[src/rtl/ssp_pkg.sv]
// Shared constants and types for the SSP revision/ID register slice.
package ssp_pkg;

    // Word addresses (byte offset >> 2) of the PrimeCell ID registers
    localparam logic [9:0] SSP_PERIPHID0 = 10'h3F8;
    localparam logic [9:0] SSP_PERIPHID1 = 10'h3F9;
    localparam logic [9:0] SSP_PERIPHID2 = 10'h3FA;
    localparam logic [9:0] SSP_PERIPHID3 = 10'h3FB;
    localparam logic [9:0] SSP_PCELLID0  = 10'h3FC;
    localparam logic [9:0] SSP_PCELLID1  = 10'h3FD;
    localparam logic [9:0] SSP_PCELLID2  = 10'h3FE;
    localparam logic [9:0] SSP_PCELLID3  = 10'h3FF;

    localparam logic [7:0] SSP_PCELLID0_VAL = 8'h0D;
    localparam logic [7:0] SSP_PCELLID1_VAL = 8'hF0;
    localparam logic [7:0] SSP_PCELLID2_VAL = 8'h05;
    localparam logic [7:0] SSP_PCELLID3_VAL = 8'hB1;

    typedef enum logic {
        SETTLE = 1'b0,
        LOCK   = 1'b1
    } revState_t;

    // The ID window is the top eight words of the 4 KB peripheral space
    function automatic logic isIdAddr(input logic [9:0] addr);
        return addr >= SSP_PERIPHID0;
    endfunction

endpackage

[src/rtl/ssp_rev_id_regs_if.sv]
// APB read-path signals between the SSP address decoder and the ID register block.
interface ssp_rev_id_regs_if;
    logic        PSEL;
    logic        PENABLE;
    logic        PWRITE;
    logic [9:0]  PADDR;
    logic [31:0] PRDATA;
    logic        IdSel;

    modport master (output PSEL, PENABLE, PWRITE, PADDR, input PRDATA, IdSel);
    modport slave  (input PSEL, PENABLE, PWRITE, PADDR, output PRDATA, IdSel);
endinterface

[src/rtl/ssp_strap_sync.sv]
// Tie-off strap AND, two-flop synchroniser and stability counter.
module ssp_strap_sync #(
    parameter int REV_WIDTH     = 4,
    parameter int SETTLE_CYCLES = 8
) (
    input  logic                 PCLK,
    input  logic                 PRESETn,
    input  logic [REV_WIDTH-1:0] TieOff1,
    input  logic [REV_WIDTH-1:0] TieOff2,
    input  logic                 Clear,
    output logic [REV_WIDTH-1:0] Sync,
    output logic                 Stable
);

    logic [REV_WIDTH-1:0] raw;
    logic [REV_WIDTH-1:0] meta;
    logic [REV_WIDTH-1:0] syncQ;
    logic [7:0]           count;
    logic                 change;

    assign raw = TieOff1 & TieOff2;
    // Compare against the value about to enter Sync so the window starts the
    // cycle a new value lands, giving a lock latency of 2 + SETTLE_CYCLES.
    assign change = (meta != syncQ);

    always_ff @(posedge PCLK or negedge PRESETn) begin
        if (!PRESETn) begin
            meta  <= '0;
            syncQ <= '0;
            count <= '0;
        end else begin
            meta  <= raw;
            syncQ <= meta;
            if (Clear || change)
                count <= '0;
            else if (count != 8'hFF)
                count <= count + 8'd1;
        end
    end

    assign Sync   = syncQ;
    assign Stable = !change && (count == 8'(SETTLE_CYCLES - 1));

endmodule

[src/rtl/ssp_rev_id_regs.sv]
// Strap-derived revision lock plus the PrimeCell peripheral/cell ID read path.
//   state  | meaning
//   SETTLE | waiting for the synchronised straps to hold steady
//   LOCK   | Revision captured and reported valid
module ssp_rev_id_regs
    import ssp_pkg::*;
#(
    parameter int          REV_WIDTH     = 4,
    parameter logic [11:0] PART_NUM      = 12'h022,
    parameter logic [7:0]  DESIGNER      = 8'h41,
    parameter logic [7:0]  CONFIG        = 8'h00,
    parameter int          SETTLE_CYCLES = 8
) (
    input  logic                  PCLK,
    input  logic                  PRESETn,
    ssp_rev_id_regs_if.slave      apb,
    input  logic [REV_WIDTH-1:0]  TieOff1,
    input  logic [REV_WIDTH-1:0]  TieOff2,
    input  logic                  ReSample,
    output logic [REV_WIDTH-1:0]  Revision,
    output logic                  RevisionValid
);

    revState_t            state, nextState;
    logic [REV_WIDTH-1:0] sync;
    logic                 stable;
    logic                 loadRev;
    logic [3:0]           revField;
    logic [7:0]           rdNext;
    logic [7:0]           rdByte;
    logic                 idSelQ;
    logic                 setup;

    ssp_strap_sync #(
        .REV_WIDTH     (REV_WIDTH),
        .SETTLE_CYCLES (SETTLE_CYCLES)
    ) u_strap_sync (
        .PCLK    (PCLK),
        .PRESETn (PRESETn),
        .TieOff1 (TieOff1),
        .TieOff2 (TieOff2),
        .Clear   (ReSample),
        .Sync    (sync),
        .Stable  (stable)
    );

    always_ff @(posedge PCLK or negedge PRESETn) begin
        if (!PRESETn)
            state <= SETTLE;
        else
            state <= nextState;
    end

    // ReSample takes priority over a lock completing in the same cycle
    always_comb begin
        nextState = state;
        loadRev   = 1'b0;
        case (state)
            SETTLE: begin
                if (!ReSample && stable) begin
                    nextState = LOCK;
                    loadRev   = 1'b1;
                end
            end
            LOCK: begin
                if (ReSample)
                    nextState = SETTLE;
            end
            default: nextState = SETTLE;
        endcase
    end

    always_ff @(posedge PCLK or negedge PRESETn) begin
        if (!PRESETn)
            Revision <= '0;
        else if (loadRev)
            Revision <= sync;
    end

    assign RevisionValid = (state == LOCK);

    always_comb begin
        revField = '0;
        if (RevisionValid)
            revField[REV_WIDTH-1:0] = Revision;
    end

    always_comb begin
        rdNext = '0;
        case (apb.PADDR)
            SSP_PERIPHID0: rdNext = PART_NUM[7:0];
            SSP_PERIPHID1: rdNext = {DESIGNER[3:0], PART_NUM[11:8]};
            SSP_PERIPHID2: rdNext = {revField, DESIGNER[7:4]};
            SSP_PERIPHID3: rdNext = CONFIG;
            SSP_PCELLID0:  rdNext = SSP_PCELLID0_VAL;
            SSP_PCELLID1:  rdNext = SSP_PCELLID1_VAL;
            SSP_PCELLID2:  rdNext = SSP_PCELLID2_VAL;
            SSP_PCELLID3:  rdNext = SSP_PCELLID3_VAL;
            default:       rdNext = '0;
        endcase
    end

    assign setup = apb.PSEL && !apb.PENABLE && !apb.PWRITE;

    // Loaded during setup so data is ready in the zero-wait access phase
    always_ff @(posedge PCLK or negedge PRESETn) begin
        if (!PRESETn) begin
            rdByte <= '0;
            idSelQ <= 1'b0;
        end else if (setup) begin
            rdByte <= rdNext;
            idSelQ <= isIdAddr(apb.PADDR);
        end else begin
            rdByte <= '0;
            idSelQ <= 1'b0;
        end
    end

    assign apb.PRDATA = {24'h0, rdByte};
    assign apb.IdSel  = idSelQ;

endmodule

[src/flat_wrapper.sv]
// flat-port wrapper written by rule: the top's interface ports become plain ports
module ssp_rev_id_regs_flat import ssp_pkg::*;
#(
    parameter int          REV_WIDTH     = 4,
    parameter logic [11:0] PART_NUM      = 12'h022,
    parameter logic [7:0]  DESIGNER      = 8'h41,
    parameter logic [7:0]  CONFIG        = 8'h00,
    parameter int          SETTLE_CYCLES = 8
)
  (PCLK, PRESETn, TieOff1, TieOff2, ReSample, Revision, RevisionValid, apb_PSEL, apb_PENABLE, apb_PWRITE, apb_PADDR, apb_PRDATA, apb_IdSel);
  ssp_rev_id_regs_if apb_i ();
  input  logic PCLK;
  input  logic PRESETn;
  input  logic [REV_WIDTH-1:0] TieOff1;
  input  logic [REV_WIDTH-1:0] TieOff2;
  input  logic ReSample;
  output logic [REV_WIDTH-1:0] Revision;
  output logic RevisionValid;
  input wire logic [$bits(apb_i.PSEL)-1:0] apb_PSEL;
  input wire logic [$bits(apb_i.PENABLE)-1:0] apb_PENABLE;
  input wire logic [$bits(apb_i.PWRITE)-1:0] apb_PWRITE;
  input wire logic [$bits(apb_i.PADDR)-1:0] apb_PADDR;
  output wire logic [$bits(apb_i.PRDATA)-1:0] apb_PRDATA;
  output wire logic [$bits(apb_i.IdSel)-1:0] apb_IdSel;
  assign apb_i.PSEL = apb_PSEL;
  assign apb_i.PENABLE = apb_PENABLE;
  assign apb_i.PWRITE = apb_PWRITE;
  assign apb_i.PADDR = apb_PADDR;
  assign apb_PRDATA = apb_i.PRDATA;
  assign apb_IdSel = apb_i.IdSel;
  ssp_rev_id_regs #(.REV_WIDTH(REV_WIDTH), .PART_NUM(PART_NUM), .DESIGNER(DESIGNER), .CONFIG(CONFIG), .SETTLE_CYCLES(SETTLE_CYCLES)) u_core (.PCLK(PCLK), .PRESETn(PRESETn), .apb(apb_i), .TieOff1(TieOff1), .TieOff2(TieOff2), .ReSample(ReSample), .Revision(Revision), .RevisionValid(RevisionValid));
endmodule
[config.mk]
export PLATFORM = sky130hd
export DESIGN_NAME = ssp_rev_id_regs_flat
export DESIGN_NICKNAME = d
export VERILOG_FILES = /design/src/rtl/ssp_pkg.sv /design/src/rtl/ssp_rev_id_regs_if.sv /design/src/rtl/ssp_strap_sync.sv /design/src/rtl/ssp_rev_id_regs.sv /design/src/flat_wrapper.sv
export SDC_FILE = /design/constraint.sdc
export NUM_CORES = 1
export LEC_CHECK = 0
export ABC_AREA = 1
export BUFFER_PORTS_ARGS = -buffer_cell sky130_fd_sc_hd__buf_2
export CAP_MARGIN = 20
export CORE_ASPECT_RATIO = 1.5
export CORE_MARGIN = 2
export CORE_UTILIZATION = 50
export CTS_BUF_LIST = sky130_fd_sc_hd__clkbuf_8 sky130_fd_sc_hd__clkbuf_16
export DETAILED_ROUTE_END_ITERATION = 16
export PLACE_DENSITY_LB_ADDON = 0.3
export SYNTH_ARGS = -nofsm -noshare
export SYNTH_HDL_FRONTEND = slang
export SYNTH_SLANG_ARGS = --single-unit
[constraint.sdc]
create_clock -name PCLK -period 2 [get_ports PCLK]
set_input_delay 0.2 -clock PCLK [delete_from_list [all_inputs] [get_ports PCLK]]
set_output_delay 0.2 -clock PCLK [all_outputs]
set_load 0.02 [all_outputs]
Word-level counts from Yosys, hierarchy flattened. Cells that the tools add are included.

Add/subtract/negate cells: 1. $lt $le $gt $ge: 1. Eq/ne operators: 10. Multiplexer cells: 10. Bitwise gates (word level): 2. Reductions and logical operators: 10.

Operators by type and width (count): 10-bit == test (second input constant) (7); 8-bit case mux with 7 select lines (1); 8-bit two-way mux (3); 10-bit greater-or-equal comparator (second input constant) (1); 8-bit by 1-bit adder with 8-bit output (second input constant) (1); 8-bit by 3-bit == test with 1-bit output (second input constant) (1); 8-bit != test (second input constant) (1); 4-bit bitwise AND (1); 1-bit logical AND (4); 1-bit logical NOT (4); 1-bit two-way mux (4); 4-bit two-way mux (1); 4-bit != test (1); 1-bit case mux with 2 select lines (1); 2-bit nonzero test (1); 1-bit logical OR (1); 1-bit inverter (1).

Register bits: 30. Bits of input ports: 24. Output and inout bits: 38. Word-level logic and storage cells: 41.

Longest topological paths before layout. Gate-level depths: netlist of the first run.

Depth after elaboration: 6. Mapped depth: 8.

Modules after synthesis. From an unflattened synthesis of the first run, not the netlist that was laid out.

Cell total of the unflattened synthesis: 203. Area, all modules: 1692.9 sq um.

Modules (own cells, without submodules): ssp_rev_id_regs (instances 1, cells each 102, area each 887.1 sq um); ssp_strap_sync (instances 1, cells each 101, area each 805.8 sq um).

Least setup slack after synthesis of the first run. Ideal clock, no wire load.

Kind: reg-to-reg. From: register u_core.u_strap_sync.count[0]. To: register u_core.Revision[0]. Setup time: 0.117 ns. Arrival: 1.157 ns. Required time: 1.883 ns. Setup slack: 0.726 ns. Stages on the path, launching flop included: 9. Path buffers: 0. Clock period less this slack: 1.274 ns. Path through: dfrtp_1 > ha_1 > nand2_2 > inv_1 > nand3_1 > nor2_4 > nand3_2 > nand2_1 > nand2_1.

Longest elaborated chain between the ends: 5.

RTL lines: start, declared (RTL line ssp_strap_sync.sv:18) `logic [7:0] count;`; start signal, assigned (RTL line ssp_strap_sync.sv:37) `count <= count + 8'd1;`; 8-bit by 3-bit == test with 1-bit output (RTL line ssp_strap_sync.sv:42) `assign Stable = !change && (count == 8'(SETTLE_CYCLES - 1));`; 1-bit logical AND (RTL line ssp_strap_sync.sv:42); 1-bit logical AND (RTL line ssp_rev_id_regs.sv:60) `if (!ReSample && stable) begin`; 1-bit two-way mux (RTL line ssp_rev_id_regs.sv:60); 1-bit two-way mux (RTL line ssp_rev_id_regs.sv:58) `case (state)`; end signal, assigned (RTL line ssp_rev_id_regs.sv:77) `Revision <= sync;`; end, declared (RTL line ssp_rev_id_regs.sv:20) `output logic [REV_WIDTH-1:0] Revision,`.

No other way between the ends. A chain may end at the register's enable or synchronous reset.

Final worst setup path of the first run.
From: register u_core.u_strap_sync.count[0]. To: register u_core.Revision[1].

Same word-level chain as after synthesis.

==> summary.md, run 1 <==
| Metric | Value |
|---|---|
| Status | `finished, final reports clean` |
| Min-Delay Path Class | `in2reg` |
| Slew Viols, Final | `0` |
| Die area | `between 3000 and 4000 um2` |
| Die Ht | `74.3 um` |
| Initial drt markers | `18` |
| Final worst path period need | `1.41 ns` |
| Maximum vdd drop | `0.432 mV` |
| Pleak | `1.09 nW` |
| Setup crit end kind | `flop` |
| Crit. Startpoint | `u_core.u_strap_sync.count[0]$_DFFE_PN0P_` |
| Pin count of the biggest net entering global routing | `31` |
| Dpl hpwl | `2360 um` |
| Final hold violation count | `0` |
| Worst reg2reg path endpoint | `u_core.Revision[1]$_DFFE_PN0P_` |
| Reg power frac | `0.504` |
| CP required | `2.18 ns` |
| PostCTS Resize Cnt | `0` |
| Design Area, Final | `~1900 um2` |
| Syn Area/Cell | `8.16 um2` |
| CTS buffer count | `5` |
| Synth warnings | `0` |
| Layout Nets | `271` |
| Num ports | `62` |
| Starting Density | `0.522` |
| CP Class | `reg2reg` |
| Worst-Margin Slew | `around 0.66 ns` |
| Area post-placement | `1790 um2` |
| Startpoint Class | `flop` |
| Port Buffers | `37` |
| Vias/cell | `4.66` |
| Peak Freq | `710 MHz` |
| Sequential area share after synthesis | `0.455` |
| Post-synth top area share | `0.455` |
| CTS Buffer Depth | `2` |
| Post-synthesis cell type count | `21` |
| Final core occ | `0.599` |
| # setup viols final | `0` |
| CP Capture Point | `u_core.Revision[1]$_DFFE_PN0P_` |
| Clk root buf | `clkbuf_8` |
| Number of placement rows | `25` |
| Final GP Congestion | `0.744` |
| Compound-cell area share of the yosys netlist | `0.0395` |
| CTS sink cnt | `30` |
| Die extent in x | `50.9 um` |
| Antenna violations before repair | `0` |
| Largest cells by area after synthesis | `dfrtp_1 (46%), buf_4 (11%), nand2_1 (9.8%), inv_1 (6.6%), nor2_1 (4.3%)` |
| Post-Synth Adder-Cell Area | `0.00759` |
| Clock share of power | `0.395` |
| Total grt overflow | `0` |
| Cell Int Power | `920 uW` |
| Cell taking the most area after synthesis | `dfrtp_1` |
| Vias in the first global route | `1,189` |
| Total global-route track usage | `0.183` |
| Antenna diodes | `0` |
| WL/cell | `10.5 um` |
| DR vias | `1,336` |
| Core Box Area | `3160 um2` |
| RSZ-0062 raised after global routing | `false` |
| Total power | `1.24 mW` |
| Arrival time worst endpoint | `1.58 ns` |
| Worst Path Max Fanout | `5` |
| Max Cap Viol | `0` |
| Setup Skew | `0.00780 ns` |
| PD cells | `654 nW/um2` |
| Switching share of power | `0.256` |
| Total negative slack | `0 ns` |
| Layout cells sized above 1 | `0.243` |
| R2R Path Start | `u_core.u_strap_sync.count[0]$_DFFE_PN0P_` |
| Fin crit share | `0.704` |
| Synthesized-area fraction occupied by and/or/nand/nor cells | `0.302` |
| Max-slew headroom | `0.561` |
| XOR/XNOR Fraction of Synth Area | `0.0159` |
| R2R cell count | `8` |
| Synth Instances | `202` |
| Main combinational cell family by area after synthesis | `simple AND/OR/NAND/NOR gates` |
| First-pass GRT wire length | `5020 um` |
| Switching power | `around 320 uW` |
| H-Tree Depth | `2` |
| CTS clk-pin slew, worst paths | `0.07 ns` |
| Combinational power share | `0.101` |
| Post-route DRC | `0` |
| DRT antenna net count | `0` |
| Detailed-router iteration count before antenna repair | `4` |
| Area Overhead vs Synth | `14.7%` |
| CTS tree | `built` |
| Post-synthesis mux area share | `0` |
| Mapped Area | `about 1600 um2` |
| Synth Register Bits | `30` |
| Setup repair bufs after CTS | `0` |
| Reg2reg setup slack | `about 0.59 ns` |
| Clk_lat worst skew | `~0.28 ns` |
| WL final | `3020 um` |
| WHS | `0.103 ns` |
-- metal layers --
layer	up-vias	part of all wire	global-route usage
met3	7	0.063	0.0562
met2	47	0.52	0.325
li1	676	-	-
met5	-	0	0
met1	606	0.39	0.190
met4	0	0.025	0.105
-- final cells by class --
cell class	instances	area, um2
Sequential cell	30	751
Inverter	30	113
Tap cell	40	50.0
Clock inverter	2	8.76
Multi-Input combinational cell	141	692
Fill cell	294	1270
Timing Repair Buffer	38	195
Clock buffer	6	82.6
-- through the flow --
stage | cells | setup WS (ns)
after CTS | 287 | 0.589
final | 287 | 0.591
after global placement | 278 | 0.661
after global routing | 287 | 0.439
after floorplan | 225 | 0.726
after detailed placement | 278 | 0.601
-- cell usage after synthesis, drive strengths merged --
cell and count:
xor2 2, xnor2 1, buf 24, o21ai 4
a21oi 9, ha 1, conb 1, nand3 15
nand2 48, dfrtp 30, nand4 10, inv 30
nor3 1, nor2 25, nand3b 1
-- worst min path at each step --
stage	from	to	slack (ns)	cells past startpoint
2_1_floorplan	PRESETn	u_core.RevisionValid$_DFF_PN0_	-0.1	0
3_3_place_gp	PRESETn	u_core.u_strap_sync.count[2]$_DFFE_PN0P_	0.26	1
3_5_place_dp	PRESETn	u_core.u_strap_sync.count[3]$_DFFE_PN0P_	0.27	1
4_1_cts	TieOff2[2]	u_core.u_strap_sync.meta[2]$_DFF_PN0_	0.09	3
5_1_grt	TieOff2[0]	u_core.u_strap_sync.meta[0]$_DFF_PN0_	0.11	3
6_report	TieOff2[3]	u_core.u_strap_sync.meta[3]$_DFF_PN0_	0.10	3
-- registers in the layout, indices dropped and copies added (netlist names) --
name,cells
u_core.rdByte,8
u_core.Revision,4
u_core.u_strap_sync.Sync,4
u_core.u_strap_sync.meta,4
u_core.apb.IdSel,1
u_core.u_strap_sync.count,8
u_core.RevisionValid,1
-- cell families (layout without fill, tap and decap cells) --
group	count (synthesis)	count (layout)
simple gates	100	100
buf+inv	54	76
xor+xnor	3	3
fa+ha+maj	1	1
other cells	1	24
compound gates	13	13
flops	30	30
-- worst max-delay path, stage by stage (launching register included) --
cell	delay, ns
dfrtp_1	0.39
ha_1	0.21
nand2_2	0.10
inv_1	0.06
nand3_1	0.10
nor2_4	0.15
nand3_2	0.14
nand2_1	0.09
nand2_1	0.05
-- what timing repair did --
item                                   4_1_cts  5_1_grt
endpoints found under the hold margin       30        0
setup endpoints to repair                    0        0
hold buffers                                 1        0
-- placed cells by master (no fill, tap or decap), drive strengths merged --
cell,instances
dlygate4sd3,1
nor2,25
nand2,48
o21ai,4
conb,24
clkbuf,6
ha,1
nand4,10
dfrtp,30
inv,31
clkinv,1
nand3,15
a21oi,9
xnor2,1
nor3,1
nand3b,1
xor2,2
buf,37
-- power by group through the flow --
stage                     combinational, mW  clock, mW  sequential [mW]
after detailed placement              0.124          0            0.635
after floorplan                       0.117          0            0.633
final                                 0.125      0.488            0.624
after global placement                0.122          0            0.634
after CTS                             0.126      0.506            0.624
after global routing                  0.140      0.535            0.625
No activity file was read; power rests on OpenSTA's default activity.
==> run 2: changes to the inputs <==
--- a/config.mk
+++ b/config.mk
@@ -5,12 +5,12 @@
 export SDC_FILE = /design/constraint.sdc
 export NUM_CORES = 1
 export LEC_CHECK = 0
-export ABC_AREA = 1
+export ABC_AREA = 0
 export BUFFER_PORTS_ARGS = -buffer_cell sky130_fd_sc_hd__buf_2
 export CAP_MARGIN = 20
 export CORE_ASPECT_RATIO = 1.5
 export CORE_MARGIN = 2
-export CORE_UTILIZATION = 50
+export CORE_UTILIZATION = 46
 export CTS_BUF_LIST = sky130_fd_sc_hd__clkbuf_8 sky130_fd_sc_hd__clkbuf_16
 export DETAILED_ROUTE_END_ITERATION = 16
 export PLACE_DENSITY_LB_ADDON = 0.3
==> constraint.sdc (replaced) <==
create_clock -name PCLK -period 1.3 [get_ports PCLK]
set_input_delay 0.13 -clock PCLK [delete_from_list [all_inputs] [get_ports PCLK]]
set_output_delay 0.13 -clock PCLK [all_outputs]
set_load 0.02 [all_outputs]
==> run 2 against run 1 <==
- the run now ends with setup timing left
- area after synthesis shrank 14%
- combinational power increased by 47%
- non-clock buffer count is 23 higher
- worst setup slack worse by 1.0 ns
- via count decreased by 18%
- synthesized cell count shrank 35%
- cell count shrank 18%
- cell area is 4.0% higher
- critical path depth fell by 4
- sequential share of layout area down 1.5 points
- count of clock-buffer cells in the layout unchanged
- maximum frequency shrank 20%
- critical endpoint is now u_core.Revision[0]$_DFFE_PN0P_
- largest cell class unchanged
==> summary.md, run 2 <==
| Metric | Value |
|---|---|
| Status | `finished, violations left` |
| Failing checks | `setup timing` |
| Cell taking the most area after synthesis | `dfrtp_1` |
| Number of placement rows | `24` |
| Core Box Area | `2910 um2` |
| Die Ht | `~70 um` |
| Maximum vdd drop | `1.18 mV` |
| Largest cells by area after synthesis | `dfrtp_1 (53%), buf_4 (13%), mux2_1 (3.2%), nor2_1 (3.2%), xor2_1 (2.5%)` |
| Fin crit share | `1.35` |
| Die area | `~3500 um2` |
| Total power | `1.88 mW` |
| R2R cell count | `4` |
| Final worst path period need | `between 1.5 and 2 ns` |
| Initial drt markers | `15` |
| DR vias | `1,089` |
| Final worst slack | `-0.451 ns` |
| CTS clk-pin slew, worst paths | `0.06 ns` |
| Syn Area/Cell | `10.8 um2` |
| CTS tree | `built` |
| Commonest non-fill, non-tap cell in the layout | `buf_2` |
| Post-synth top area share | `0.530` |
| Layout cells sized above 1 | `0.459` |
| Pin count of the biggest net entering global routing | `31` |
| Die extent in x | `49.3 um` |
| Post-synthesis cell type count | `35` |
| Port Buffers | `37` |
| CP required | `around 1.5 ns` |
| RSZ-0062 raised after global routing | `true` |
| WL final | `2890 um` |
| Top FF cell, synth | `dfrtp_1` |
| Detailed-router iteration count before antenna repair | `4` |
| Min-Delay Path Class | `in2reg` |
| DRT antenna net count | `0` |
| Count leader, synth | `dfrtp_1` |
| Final GP Congestion | `0.811` |
| CTS Buffer Depth | `2` |
| Arrival time worst endpoint | `1.91 ns` |
| Worst-Margin Slew | `0.644 ns` |
| Setup crit end kind | `flop` |
| Sequential area share after synthesis | `0.530` |
| PD cells | `~950 nW/um2` |
| Hold path cells | `2` |
| Total global-route track usage | `0.177` |
| Synth Register Bits | `30` |
| Max-slew headroom | `0.571` |
| Mapped Area | `1420 um2` |
| Area Overhead vs Synth | `38.9%` |
| CTS buffer count | `5` |
| Peak Freq | `571 MHz` |
| Dpl hpwl | `2110 um` |
| Antenna diodes | `0` |
| Worst Path Max Fanout | `5` |
| Clk root buf | `clkbuf_8` |
| Antenna violations before repair | `0` |
| Vias in the first global route | `between 1,000 and 1,500` |
| Commonest non-fill, non-tap cells in the layout | `buf_2 (37), dfrtp_1 (30), conb_1 (24)` |
| Post-synth EDFFs | `0` |
| Placement Setup Slack | `-0.438 ns` |
| Num ports | `62` |
| WL/cell | `12.3 um` |
| Total grt overflow | `0` |
| Clk_lat worst skew | `0.27 ns` |
| H-Tree Depth | `2` |
| Synth Instances | `131` |
| Max Cap Viol | `0` |
| Final hold violation count | `0` |
| Startpoint Class | `flop` |
| Ys async rst share | `1.00` |
| Setup Skew | `~0.0022 ns` |
| # setup viols final | `13` |
| Slew Viols, Final | `0` |
| CTS sink cnt | `30` |
| Synth warnings | `0` |
| Vias/cell | `4.63` |
| Pleak | `about 1.0 nW` |
| First-pass GRT wire length | `between 4000 and 5000 um` |
| Layout Nets | `220` |
| Largest regs | `u_core.rdByte: 8 flops, u_core.u_strap_sync.count: 8 flops` |
| Post-route DRC | `0` |
| Starting Density | `0.486` |
| CP Class | `reg2reg` |
| Synth cell count leaders | `dfrtp_1 (30), buf_4 (24), nor2_1 (12)` |
[run 2: changes by cell type after synthesis, moves of 5 or more]
cell,previous run,this run
a21oi_1,9,4
inv_1,29,2
nand2_1,43,6
nand3_1,12,1
nand4_1,10,3
nor2_1,19,12
nor3_1,0,6
[run 2: area by class of cell]
| type | count | area, um2 |
|---|---|---|
| Clock buffer | 6 | 82.6 |
| Tap cell | 39 | 48.8 |
| Fill cell | 263 | 946 |
| Sequential cell | 30 | 751 |
| Inverter | 3 | 11.3 |
| Timing Repair Buffer | 61 | 390 |
| Multi-Input combinational cell | 94 | 674 |
| Clock inverter | 2 | 8.76 |
[run 2: power breakdown]
part	internal (mW)	switching, mW
clock network	0.418	0.315
logic	0.0595	0.125
registers	0.949	0.0107
[run 2: per-layer routing]
| layer | track usage | wire length, um | up-vias |
|---|---|---|---|
| met3 | 0.0412 | 161 | 4 |
| met5 | 0 | 0 | - |
| li1 | - | - | 527 |
| met1 | 0.190 | 1050 | 520 |
| met2 | 0.317 | 1630 | 38 |
| met4 | 0.0984 | 36 | 0 |
[run 2: worst max-delay path, stage by stage, from the launching register on]
cell	delay (ns)
dfrtp_1	0.39
or4_4	0.56
nor4_4	0.16
nand3_2	0.19
mux2_4	0.34
[run 2: worst paths after layout]
| path | startpoint | to | slack, ns |
|---|---|---|---|
| max | u_core.u_strap_sync.count[3]$_DFFE_PN0P_ | u_core.Revision[0]$_DFFE_PN0P_ | -0.45 |
| min reg2reg | u_core.u_strap_sync.meta[1]$_DFF_PN0_ | u_core.u_strap_sync.Sync[1]$_DFF_PN0_ | 0.39 |
| min | ReSample | u_core.RevisionValid$_DFF_PN0_ | 0.06 |
| max in group asynchronous | PRESETn | u_core.u_strap_sync.meta[1]$_DFF_PN0_ | 0.46 |
| min in group asynchronous | PRESETn | u_core.rdByte[3]$_DFF_PN0_ | 0.42 |
| max reg2reg | u_core.u_strap_sync.count[3]$_DFFE_PN0P_ | u_core.Revision[0]$_DFFE_PN0P_ | -0.45 |
[run 2: per-stage QoR]
step	instances	setup TNS (ns)	hold slack [ns]	instance area (um2)	utilization
5_1_grt	235	-4.26	0.0534	1970	0.675
4_1_cts	234	-2.64	0.0495	1920	0.660
3_3_place_gp	221	-2.45	0.175	1730	0.592
2_1_floorplan	154	-2.29	-0.166	1560	-
3_5_place_dp	221	-2.96	0.189	1730	0.592
6_report	235	-3.49	0.0583	1970	0.675
[run 2: timing repair]
item	4_1_cts	5_1_grt
setup endpoints to repair	13	14
hold endpoints to repair	30	0
setup buffers	4	2
hold buffers	1	0
pin swaps	4	8
gates resized for setup	13	8
[run 2: cell families (layout without fill, tap and decap cells)]
family                     after synthesis  after routing  share of synthesized area
AOI/OAI and AO/OA                       12             12                     0.0521
xor gates and xnor gates                 5              5                     0.0309
adders and majority gates                1              1                    0.00883
buffers and inverters                   30             72                      0.143
DFF                                     30             30                      0.530
muxes                                    5              5                     0.0389
other                                    1             24                    0.00265
and+or+nand+nor                         47             47                      0.193
